[config.mk]
export PLATFORM = sky130hd
export DESIGN_NAME = poly_addsub_ctrl
export DESIGN_NICKNAME = d
export VERILOG_FILES = /design/src/rtl/poly_addsub_ctrl.sv
export SDC_FILE = /design/constraint.sdc
export NUM_CORES = 1
export LEC_CHECK = 0
export ABC_AREA = 1
export CAP_MARGIN = 20
export CORE_ASPECT_RATIO = 0.6
export CORE_MARGIN = 2
export CORE_UTILIZATION = 55
export DETAILED_ROUTE_END_ITERATION = 7
export PLACE_DENSITY_LB_ADDON = 0.15
export SLEW_MARGIN = 20
export SYNTH_ARGS = -nofsm -noshare
export SYNTH_HDL_FRONTEND = slang
export SYNTH_SLANG_ARGS = --single-unit
[constraint.sdc]
create_clock -name clk -period 5.4 [get_ports clk]
set_input_delay 1.08 -clock clk [delete_from_list [all_inputs] [get_ports clk]]
set_output_delay 1.08 -clock clk [all_outputs]
set_load 0.03 [all_outputs]
[src/rtl/poly_addsub_ctrl.sv]
// Streaming coefficient-wise add / modular add / modular sub controller.
// Reads A[k], B[k] from two RAMs, writes the result to a third RAM two cycles later.
module poly_addsub_ctrl #(
   parameter int unsigned N      = 256,
   parameter int unsigned ADDR_W = 8,
   parameter int unsigned Q      = 8380417
) (
   input  logic              clk,
   input  logic              rst,
   input  logic              start,
   input  logic [1:0]        op,
   output logic              busy,
   output logic              done,
   output logic              rd_en,
   output logic [ADDR_W-1:0] rd_addr,
   input  logic [31:0]       a_rdata,
   input  logic [31:0]       b_rdata,
   output logic              wr_en,
   output logic [ADDR_W-1:0] wr_addr,
   output logic [31:0]       wr_data
);

   typedef enum logic [1:0] {StIdle, StRun, StDrain, StDone} state_e;

   localparam logic [ADDR_W:0]   CntLast  = (ADDR_W + 1)'(N);
   localparam logic [ADDR_W-1:0] AddrLast = ADDR_W'(N - 1);
   localparam logic [32:0]       QExt     = 33'(Q);

   state_e            state_q, state_d;
   logic [ADDR_W:0]   cnt_q, cnt_d;
   logic [1:0]        op_q, op_d;
   logic              rd_en_q, rd_en_d;
   logic [ADDR_W-1:0] rd_addr_q, rd_addr_d;

   logic              s1_valid_q;
   logic [ADDR_W-1:0] s1_addr_q;
   logic              wr_en_q;
   logic [ADDR_W-1:0] wr_addr_q;
   logic [31:0]       wr_data_q;

   logic [32:0]       sum_ext, diff_ext, sum_red, diff_red;
   logic [31:0]       result;

   // Control: state, read counter, latched op and read-port registers
   always_ff @(posedge clk) begin
      if (rst) begin
         state_q   <= StIdle;
         cnt_q     <= '0;
         op_q      <= 2'b00;
         rd_en_q   <= 1'b0;
         rd_addr_q <= '0;
      end else begin
         state_q   <= state_d;
         cnt_q     <= cnt_d;
         op_q      <= op_d;
         rd_en_q   <= rd_en_d;
         rd_addr_q <= rd_addr_d;
      end
   end

   always_comb begin
      state_d   = state_q;
      cnt_d     = cnt_q;
      op_d      = op_q;
      rd_en_d   = 1'b0;
      rd_addr_d = rd_addr_q;
      case (state_q)
         StIdle: begin
            if (start) begin
               state_d   = StRun;
               op_d      = op;
               rd_en_d   = 1'b1;
               rd_addr_d = '0;
               cnt_d     = (ADDR_W + 1)'(1);
            end
         end
         StRun: begin
            // cnt_q holds the next index to issue; reaching N means all reads are out
            if (cnt_q == CntLast) begin
               state_d = StDrain;
            end else begin
               rd_en_d   = 1'b1;
               rd_addr_d = cnt_q[ADDR_W-1:0];
               cnt_d     = cnt_q + 1'b1;
            end
         end
         StDrain: begin
            if (wr_en_q && (wr_addr_q == AddrLast)) begin
               state_d = StDone;
            end
         end
         StDone: begin
            state_d = StIdle;
         end
         default: begin
            state_d = StIdle;
         end
      endcase
   end

   // Datapath arithmetic on the RAM outputs (valid while s1_valid_q is high)
   always_comb begin
      sum_ext  = {1'b0, a_rdata} + {1'b0, b_rdata};
      diff_ext = {1'b0, a_rdata} - {1'b0, b_rdata};
      sum_red  = (sum_ext >= QExt) ? (sum_ext - QExt) : sum_ext;
      diff_red = diff_ext[32] ? (diff_ext + QExt) : diff_ext;
      case (op_q)
         2'b00:   result = sum_ext[31:0];
         2'b01:   result = sum_red[31:0];
         default: result = diff_red[31:0];
      endcase
   end

   // Stage 1 tracks the outstanding read, stage 2 drives the result RAM
   always_ff @(posedge clk) begin
      if (rst) begin
         s1_valid_q <= 1'b0;
         s1_addr_q  <= '0;
         wr_en_q    <= 1'b0;
         wr_addr_q  <= '0;
         wr_data_q  <= '0;
      end else begin
         s1_valid_q <= rd_en_q;
         if (rd_en_q) begin
            s1_addr_q <= rd_addr_q;
         end
         wr_en_q <= s1_valid_q;
         if (s1_valid_q) begin
            wr_addr_q <= s1_addr_q;
            wr_data_q <= result;
         end
      end
   end

   assign busy    = (state_q != StIdle);
   assign done    = (state_q == StDone);
   assign rd_en   = rd_en_q;
   assign rd_addr = rd_addr_q;
   assign wr_en   = wr_en_q;
   assign wr_addr = wr_addr_q;
   assign wr_data = wr_data_q;

endmodule

==> flow_summary.toml, run 1 <==
[routing]
drtAntennaViolNets = 0
vias = 13000
wl_met2_um = 14900
dr.pass1.iters = 6
highest_layer = "met4"
first_iter_violations = 1932
wl_um = 39800
drc = 0
wl_met3_um = 5650
routed_via_density = 5.78
wl_per_cell_um = 17.7
wl_met1_um = 18500

[placed_design]
dp_hpwl_um = 32700
placed_area_sq_um = 11800
io_buffers = 120
place_congestion = 1.02
dp.cells = 2231

[worst_hold_path]
hold_path_class = "flop to flop"

[finish]
area_delta_synth_final_pct = 15.1
fin_area_sq_um = 12100
antenna_cells = 0
drive_above_1_share_pct = 8.00
final_util_pct = 64.1
finalNonFillerCells = 2247
final_net_count = 2141
n_fill_cell = 1863

[logic_synthesis]
syn_area_sq_um = 10500
syn_area_per_cell_sq_um = 5.49
ys.flop_type = "dfxtp_1"
synth_top_area_cell = "nand2_1"
synth_seq_cells = 72
ys_warn_count = 0
syn-num-nets = 2057
ys_top_cells_by_area = "nand2_1 18%, dfxtp_1 14%, inv_1 10%"
synth_top_area_share_pct = 18.5
async_reset_ff_share_pct = 0
synth_edf_count = 0
ys_seq_area_share_pct = 13.7
synthCells = 1912
synth_cell_types = 50

[sta]
max_freq_mhz = 212
rsz0062_at_grt = "no"
setup_viol = 0
worst_slew_pin_slew_ns = 1.00
setup_tns_ns = 0
clock_skew_ns = 0.00712
relSlewSlack_pct = 32.7
finalHoldViolations = 0
min_period_over_period_pct = 87.4
slew_violations = 0
min_period_ns = 4.72

[worst_setup_path]
worstPathArrival_ns = 4.98
worstPathMaxFanout = 37
required_ns = 5.66
cp-end-kind = "flop"
cp_common_cell = "nand2_1"
path_cells = "clkdlybuf4s50_1, ha_1, inv_1, fa_1, inv_1, nand2_1, nand2_2, nand2_1, nand2_1, nand2_2, nand2_1, nand2_1, nand2_1, nand2_1, nor2_2, nand2_2, nor2_2, nand3_2, nand2_4, nand2_1, xor2_1, nand2_1, a21oi_1"
slowest_delay_ns = 0.49
path_class = "input pin to flop"
start_kind = "input pin"
slowest_stage = "clkdlybuf4s50_1"

[clock_tree]
clockRootBuffer = "clkbuf_16"
ctsHoldBuffers = 0
postCtsSetupBuffers = 0
clock-sinks = 72
cts_tree = "yes"
clk_latency_ns = 0.34
cts.repair.resized = 0
cts_buffers = 9
cts.clk_slew.worst_paths_ns = 0.06
cts.path.max_buffers = 2
htreeDepth = 3

[power_and_ir_drop]
ir_drop_v = 0.000229
power.density_nw_per_um2 = 259
p_leak_nw = 6.08

[grt]
grt_pass1_vias = 11700
grt_overflow_total = 0
antenna_found_initial = 0
grtUsageTotal_pct = 39.5
grt_max_degree = 67
grt_pass1_wl_um = 62600

[die]
num_rows = 39
core_area_sq_um = 18800
die_w_um = 182
start_util_pct = 55.7
die_area_sq_um = 20200
die_y_um = 111
io_pins = 121

[run_status]
status = "complete, no violations"

[flow_run]
drv_cap = 0
==> layout by cell type (no fill, tap or decap), types with 35 or more instances in the layout <==
master | netlist | final
nand2_1 | 517 | 517
inv_1 | 292 | 291
nor2_1 | 200 | 200
nand3_1 | 169 | 169
a21oi_1 | 120 | 120
clkdlybuf4s50_1 | 0 | 120
o21ai_0 | 107 | 107
ha_1 | 74 | 74
dfxtp_1 | 72 | 71
nand4_1 | 63 | 63
nand2_2 | 35 | 35
==> area by class of cell <==
cell class / count / area, sq um / area share (%)
multi-input cells: 1459 / 7520 / 62.3
flip-flops and latches: 72 / 1440 / 11.9
repair buffers: 132 / 1290 / 10.7
inverters: 322 / 1210 / 10.0
well taps: 246 / 308 / 2.55
clock buffers: 11 / 253 / 2.09
clock inverters: 5 / 55.1 / 0.456
==> state kept, by name, indices dropped and copies added (netlist names) <==
register    flops
wr_addr         8
op_q            2
rd_en           1
wr_en           1
s1_valid_q      1
cnt_q           9
wr_data        32
rd_addr         8
s1_addr_q       8
state_q         2
==> Yosys cell counts, drive strengths merged, types with 23 or more instances <==
cell / count
nand3: 178
clkbuf: 23
buf: 36
a21oi: 126
nor2: 243
nand2: 556
nand4: 64
o21ai: 117
ha: 74
inv: 318
nor3: 28
dfxtp: 72
==> layer usage <==
metal  global-route usage (%)  up-vias
met5                        0        -
met4                     7.96        0
met3                     10.9       63
met2                     54.1      853
met1                     60.4     5771
li1                         -     6292
==> report_power, final <==
part           switching [mW]  internal (mW)  total (mW)  leakage (nW)
registers              0.0745          0.622       0.697         0.588
clock network           0.238          0.381       0.619         0.148
logic                    1.26          0.554        1.82          5.35
total                    1.58           1.56        3.13          6.08
==> worst max-delay path: cells and delay by family <==
kind / cells / cell delay, ns
buf+inv: 3 / 0.71
xor+xnor: 1 / 0.21
compound gates: 1 / 0.15
fa+ha+maj: 2 / 0.61
simple gates: 16 / 2.20
==> per-stage QoR <==
step                setup WS, ns  hold WS [ns]  total power, mW
floorplan                   1.78         0.422             1.88
global placement           0.535         0.441             2.43
detailed placement         0.456         0.447             2.45
CTS                        0.770         0.456             3.07
global route               0.441         0.494             3.34
finish                     0.682         0.453             3.13
==> kinds of logic after synthesis <==
kind of cell             count (synthesis)  share of synthesized area (%)
AND/OR/NAND/NOR                       1090                           46.9
adder cells (fa/ha/maj)                 76                           9.21
AO/OA/AOI/OAI                          282                           14.6
buffers and inverters                  381                           14.6
XOR/XNOR                                11                          0.918
flip-flops                              72                           13.7
==> worst paths after layout <==
| check | start | to | slack (ns) | cells past startpoint |
|---|---|---|---|---|
| hold / removal | cnt_q[8] | cnt_q[8] | 0.45 | 1 |
| setup reg to reg | state_q[1] | cnt_q[8] | 1.96 | 14 |
| hold reg to reg | cnt_q[8] | cnt_q[8] | 0.45 | 1 |
| setup / recovery | a_rdata[0] | wr_data[9] | 0.68 | 23 |
(Power assumes the default switching activity.)
==> inputs of run 2 (changes only) <==
Settings changed: CORE_UTILIZATION 55 to 41.
==> flow_summary.toml, run 2 (same netlist as run 1, synthesis figures left out) <==
[finish]
area_delta_synth_final_pct = 16.1
final_util_pct = 48.3
antenna_cells = 0
multi_input_area_sq_um = 7520
drive_above_1_share_pct = 8.04
n_fill_cell = 2771
final_cell_mix = "517 x nand2_1, 291 x inv_1, 200 x nor2_1"
final_common_cell = "nand2_1"
finalNonFillerCells = 2331
largest_register_ffs = 32
final_net_count = 2143
register_area_sq_um = 1440

[grt]
grt_pass1_vias = 11300
grt_max_degree = 68
antenna_found_initial = 0
grt_overflow_total = 0
grtUsageTotal_pct = 30.0
grt_pass1_wl_um = 62500

[run_status]
status = "complete, no violations"

[routing]
drc = 0
dr.pass1.iters = 6
wl_um = 40600
first_iter_violations = 1536
vias = 12700
wl_per_cell_um = 17.4
drtAntennaViolNets = 0
routed_via_density = 5.43

[sta]
relSlewSlack_pct = 53.5
max_freq_mhz = 205
min_period_ns = 4.88
slew_violations = 0
clock_skew_ns = 0.00384
worst_slew_pin_slew_ns = 0.695
min_period_over_period_pct = 90.3
timing.hold.ws_ns = 0.450
finalHoldViolations = 0
setup_viol = 0
setup_ws_ns = 0.522
setup_tns_ns = 0
rsz0062_at_grt = "no"

[flow_run]
drv_cap = 0

[clock_tree]
cts.path.max_buffers = 2
htreeDepth = 3
cts.clk_slew.worst_paths_ns = 0.06
postCtsSetupBuffers = 0
cts_tree = "yes"
clockRootBuffer = "clkbuf_16"
clock-sinks = 72
clk_latency_ns = 0.33
cts.repair.resized = 0
ctsHoldBuffers = 0
cts_buffers = 9

[power_and_ir_drop]
ir_drop_v = 0.000147
combPwrFrac_pct = 59.5
power.switching_mw = 1.54
power.density_nw_per_um2 = 251
clkPwrFrac_pct = 17.9
p_leak_nw = 6.09
p_int_mw = 1.51
sw_frac_of_total_pct = 50.5
seqPwrFrac_pct = 22.6

[die]
die_area_sq_um = 26900
core_area_sq_um = 25200
num_rows = 45
die_y_um = 128
start_util_pct = 41.6
die_w_um = 211
io_pins = 121

[worst_setup_path]
cp-end-kind = "flop"
required_ns = 5.67
path_class = "input pin to flop"
start_kind = "input pin"
worstPathMaxFanout = 37
worstPathArrival_ns = 5.15

[placed_design]
place_congestion = 1.02
dp_hpwl_um = 34200
pre_cts_slack_ns = 0.292
dp.cells = 2315
io_buffers = 120

[worst_hold_path]
hold_path_class = "flop to flop"
-- run 2: changes by cell type in the layout (fill, tap and decap cells not counted), sizes merged --
cell and delta:
clkinv +2, bufinv -1, clkinvlp -2, buf +2
-- run 2: final timing paths --
| check | startpoint | to | cells after the start | slack [ns] |
|---|---|---|---|---|
| setup / recovery | a_rdata[0] | wr_data[15] | 21 | 0.52 |
| hold / removal | cnt_q[8] | cnt_q[8] | 1 | 0.45 |
| setup reg to reg | state_q[1] | cnt_q[8] | 14 | 1.95 |
| hold reg to reg | cnt_q[8] | cnt_q[8] | 1 | 0.45 |
-- run 2: area by class of cell --
cell class | count | area share, %
Clock buffer | 11 | 2.07
Clock inverter | 4 | 0.164
Inverter | 322 | 9.94
Multi-Input combinational cell | 1459 | 61.7
Sequential cell | 72 | 11.8
Tap cell | 329 | 3.38
Timing Repair Buffer | 134 | 10.9
-- run 2: stage by stage --
stage	total power, mW	instance area (sq um)
floorplan	1.88	10500
global placement	2.45	11900
detailed placement	2.47	11900
CTS	3.03	12200
finish	3.05	12200
global route	3.29	12200
-- run 2: worst max-delay path, cell delays in order --
cell and delay, ns:
clkdlybuf4s50_1 0.48, ha_1 0.22, inv_1 0.07, fa_1 0.37, inv_1 0.17, nand3_1 0.13, nand3_1 0.30, nand2_1 0.08
nand2_1 0.26, nand3_1 0.11, nor2_1 0.39, nand2_1 0.10, nor2_1 0.10, nand2_1 0.05, nor2_1 0.11, nand3_2 0.11
nand2_4 0.36, inv_1 0.20, o21ai_0 0.19, nand3_1 0.09, a21oi_1 0.14
-- run 2: power groups by stage --
stage               registers, mW  clock network [mW]  logic, mW
floorplan                   0.792                   0       1.09
global placement            0.698                   0       1.76
detailed placement          0.698                   0       1.77
CTS                         0.689               0.561       1.78
global route                0.702               0.593       2.00
finish                      0.691               0.545       1.82
-- run 2: per-layer routing --
| metal | vias to the layer above | routed length, um | track usage [%] |
|---|---|---|---|
| met1 | 5740 | 20300 | 47.0 |
| met4 | 0 | 472 | 4.27 |
| li1 | 6302 | - | - |
| met3 | 43 | 4920 | 8.60 |
| met2 | 582 | 15000 | 40.0 |
| met5 | - | 0 | 0 |
==> patch, RTL diff (config.mk and constraints of run 2) <==
Register the inputs `start`, `op`, `a_rdata` and `b_rdata` before use, without a reset. The logic sees them one clock later.
--- a/src/rtl/poly_addsub_ctrl.sv
+++ b/src/rtl/poly_addsub_ctrl.sv
@@ -27,2 +27,14 @@
    localparam logic [32:0]       QExt     = 33'(Q);
+
+   logic start_q;
+   logic [1:0] op_r;
+   logic [31:0] a_rdata_q;
+   logic [31:0] b_rdata_q;
+
+   always_ff @(posedge clk) begin
+      start_q   <= start;
+      op_r      <= op;
+      a_rdata_q <= a_rdata;
+      b_rdata_q <= b_rdata;
+   end
 
@@ -68,5 +80,5 @@
          StIdle: begin
-            if (start) begin
+            if (start_q) begin
                state_d   = StRun;
-               op_d      = op;
+               op_d      = op_r;
                rd_en_d   = 1'b1;
@@ -102,4 +114,4 @@
    always_comb begin
-      sum_ext  = {1'b0, a_rdata} + {1'b0, b_rdata};
-      diff_ext = {1'b0, a_rdata} - {1'b0, b_rdata};
+      sum_ext  = {1'b0, a_rdata_q} + {1'b0, b_rdata_q};
+      diff_ext = {1'b0, a_rdata_q} - {1'b0, b_rdata_q};
       sum_red  = (sum_ext >= QExt) ? (sum_ext - QExt) : sum_ext;
Check against the original RTL: not equivalent (a bounded check fails within 4 cycles, from zero or initial values and one cycle with rst high).
==> patch against run 2 <==
  * Design area rose by 13%
  * Critical path depth rose by 1
  * Critical endpoint is now wr_data[31]$_SDFFE_PP0P_
  * Synthesized area rose by 13%
  * Total power rose by 38%
  * Setup slack improved by 0.83 ns
  * Wire length rose by 3.8%
  * Count of clock-buffer cells in the layout rose by 8
  * Sequential cell count rose by 67
  * Synthesized cell count rose by 2.0%
==> patch: results (changes against run 2) <==
| Metric | Value |
|---|---|
| Share of cells above drive strength 1 | `0.08337 (was 0.08042)` |
| Crit Path Max Fanout | `14 (was 37)` |
| Synth unique cells | `54 (was 50)` |
| Post-DP HPWL | `34.44 mm (was 34.15 mm)` |
| Remaining antenna violation count | `0 (unchanged)` |
| Fillers | `3036 (was 2771)` |
| Synth area leaders | `dfxtp_1 23%, nand2_1 16%, inv_1 9.1% (was nand2_1 18%, dfxtp_1 14%, inv_1 10%)` |
| Via Count | `12.86k (was 12.67k)` |
| Leakage | `0.006720 uW (was 0.006091 uW)` |
| Mapped Cells | `1950 (was 1912)` |
| CTS clk-pin slew, worst paths | `0.06 ns (about the same)` |
| Yosys warning total | `0 (unchanged)` |
| Largest net degree at the start of global routing | `64 (was 68)` |
| FFs w/ async S/R, synth | `0 (unchanged)` |
| CTS H-tree lvls | `4 (was 3)` |
| CTS resizes | `0 (unchanged)` |
| Synthesized net count | `2095 (was 2057)` |
| Diode count | `0 (unchanged)` |
| Peak VDD IR | `0.2352 mV (was 0.1465 mV)` |
| GPL Wtd Cong | `1.006 (was 1.018)` |
| DR vias/cell | `5.300 (was 5.434)` |
| Post-synth top cells | `507 x nand2_1, 287 x inv_1, 199 x nor2_1, 159 x nand3_1, 139 x dfxtp_1 (was 517 x nand2_1, 292 x inv_1, 200 x nor2_1, 169 x nand3_1, 120 x a21oi_1)` |
| Avg WL per Cell | `17.39 microns (was 17.43 microns)` |
| Hold Path Stages | `1 (unchanged)` |
| Cells on worst reg2reg path | `22 (was 14)` |
| Status | `finished clean (unchanged)` |
| Buffers on Ports | `120 (unchanged)` |
| Placed instance area | `13210 sq um (was 11890 sq um)` |
| Most frequent cell after synthesis | `nand2_1 (unchanged)` |
| Sequential area share after synthesis | `0.2348 (was 0.1374)` |
| CP arrival | `4.40 ns (was 5.15 ns)` |
| Total CTS buffers | `17 (was 9)` |
| Yosys top cell by area | `dfxtp_1 (was nand2_1)` |
| Worst-margin pin slew | `1.018 ns (was 0.6947 ns)` |
| Post-place setup slack | `1.466 ns (was 0.2924 ns)` |
| GRT Resource Usage Total | `0.2807 (was 0.2999)` |
| Worst hold path type | `flop to flop (unchanged)` |
| Initial antenna violation count | `0 (unchanged)` |
| Global-route wire length before repair | `65.05 mm (was 62.49 mm)` |
| Setup Skew | `0.01082 ns (was 0.003836 ns)` |
| Nets@finish | `2183 (was 2143)` |
| Drt initial violations | `1485 (was 1536)` |
| Drt pass-1 iters | `6 (unchanged)` |
| Clk_lat worst skew | `0.46 ns (was 0.33 ns)` |
| Clock root buffer | `clkbuf_16 (unchanged)` |
| Vias in the first global route | `11.54k (was 11.27k)` |
| Postcts setup bufs | `0 (unchanged)` |
patch: worst paths after layout:
kind / start / to / slack (ns)
min reg2reg: cnt_q[8]$_SDFFE_PP0P_ / cnt_q[8]$_SDFFE_PP0P_ / 0.47
max: a_rdata_q[0]$_DFF_P_ / wr_data[31]$_SDFFE_PP0P_ / 1.36
min: cnt_q[8]$_SDFFE_PP0P_ / cnt_q[8]$_SDFFE_PP0P_ / 0.47
max reg2reg: a_rdata_q[0]$_DFF_P_ / wr_data[31]$_SDFFE_PP0P_ / 1.36
patch: layout make-up:
class                   instances  area (sq um)  area share
inverters                     319          1197     0.08685
repair buffers                124          1231     0.08930
well taps                     375         469.2     0.03403
clock buffers                  19         432.9     0.03140
flip-flops and latches        139          2784      0.2019
multi-input cells            1437          7530      0.5461
clock inverters                13         142.6     0.01035
patch: logic make-up (layout without fill, tap and decap cells):
| kind of cell | after synthesis | after routing | synth area share |
|---|---|---|---|
| flops | 139 | 139 | 0.2348 |
| buf+inv | 374 | 475 | 0.1299 |
| compound gates | 287 | 287 | 0.1360 |
| xor+xnor | 23 | 23 | 0.01700 |
| fa+ha+maj | 76 | 76 | 0.08150 |
| simple gates | 1051 | 1051 | 0.4008 |
patch: routing by layer:
metal  vias up  part of all wire  global-route usage
met5         -                 0                   0
met4         0             0.012             0.05370
met3        36              0.10             0.07200
met2       525              0.38              0.3870
met1      5904              0.51              0.4309
li1       6394                 -                   -
patch: stage by stage:
step,util,hold slack (ns)
2_1_floorplan,-,0.4220
3_3_place_gp,0.4621,0.4565
3_5_place_dp,0.4621,0.4643
4_1_cts,0.4823,0.4799
5_1_grt,0.4823,0.4996
6_report,0.4823,0.4745
patch: report_power, final:
part / leakage (uW) / switching (uW) / total [uW] / internal, uW
logic: 0.00530 / 1260 / 1810 / 555
clock network: 0.000266 / 502 / 1180 / 680
registers: 0.00115 / 81.8 / 1230 / 1140
total: 0.00672 / 1840 / 4220 / 2380
patch: worst max-delay path, stage by stage (launching register included):
cell	delay, ns
dfxtp_1	0.31
inv_1	0.05
ha_1	0.14
inv_1	0.13
fa_1	0.48
nand2_1	0.09
nand3_1	0.06
nand2_1	0.14
inv_1	0.08
nand2_1	0.07
nand2_1	0.10
nand2_1	0.13
nand2_1	0.10
nand2_1	0.16
nand2_1	0.14
a21oi_2	0.73
nand3_1	0.26
nor2_1	0.27
nand4_1	0.13
nand3_1	0.10
nand4_1	0.13
nand2_1	0.10
inv_1	0.04
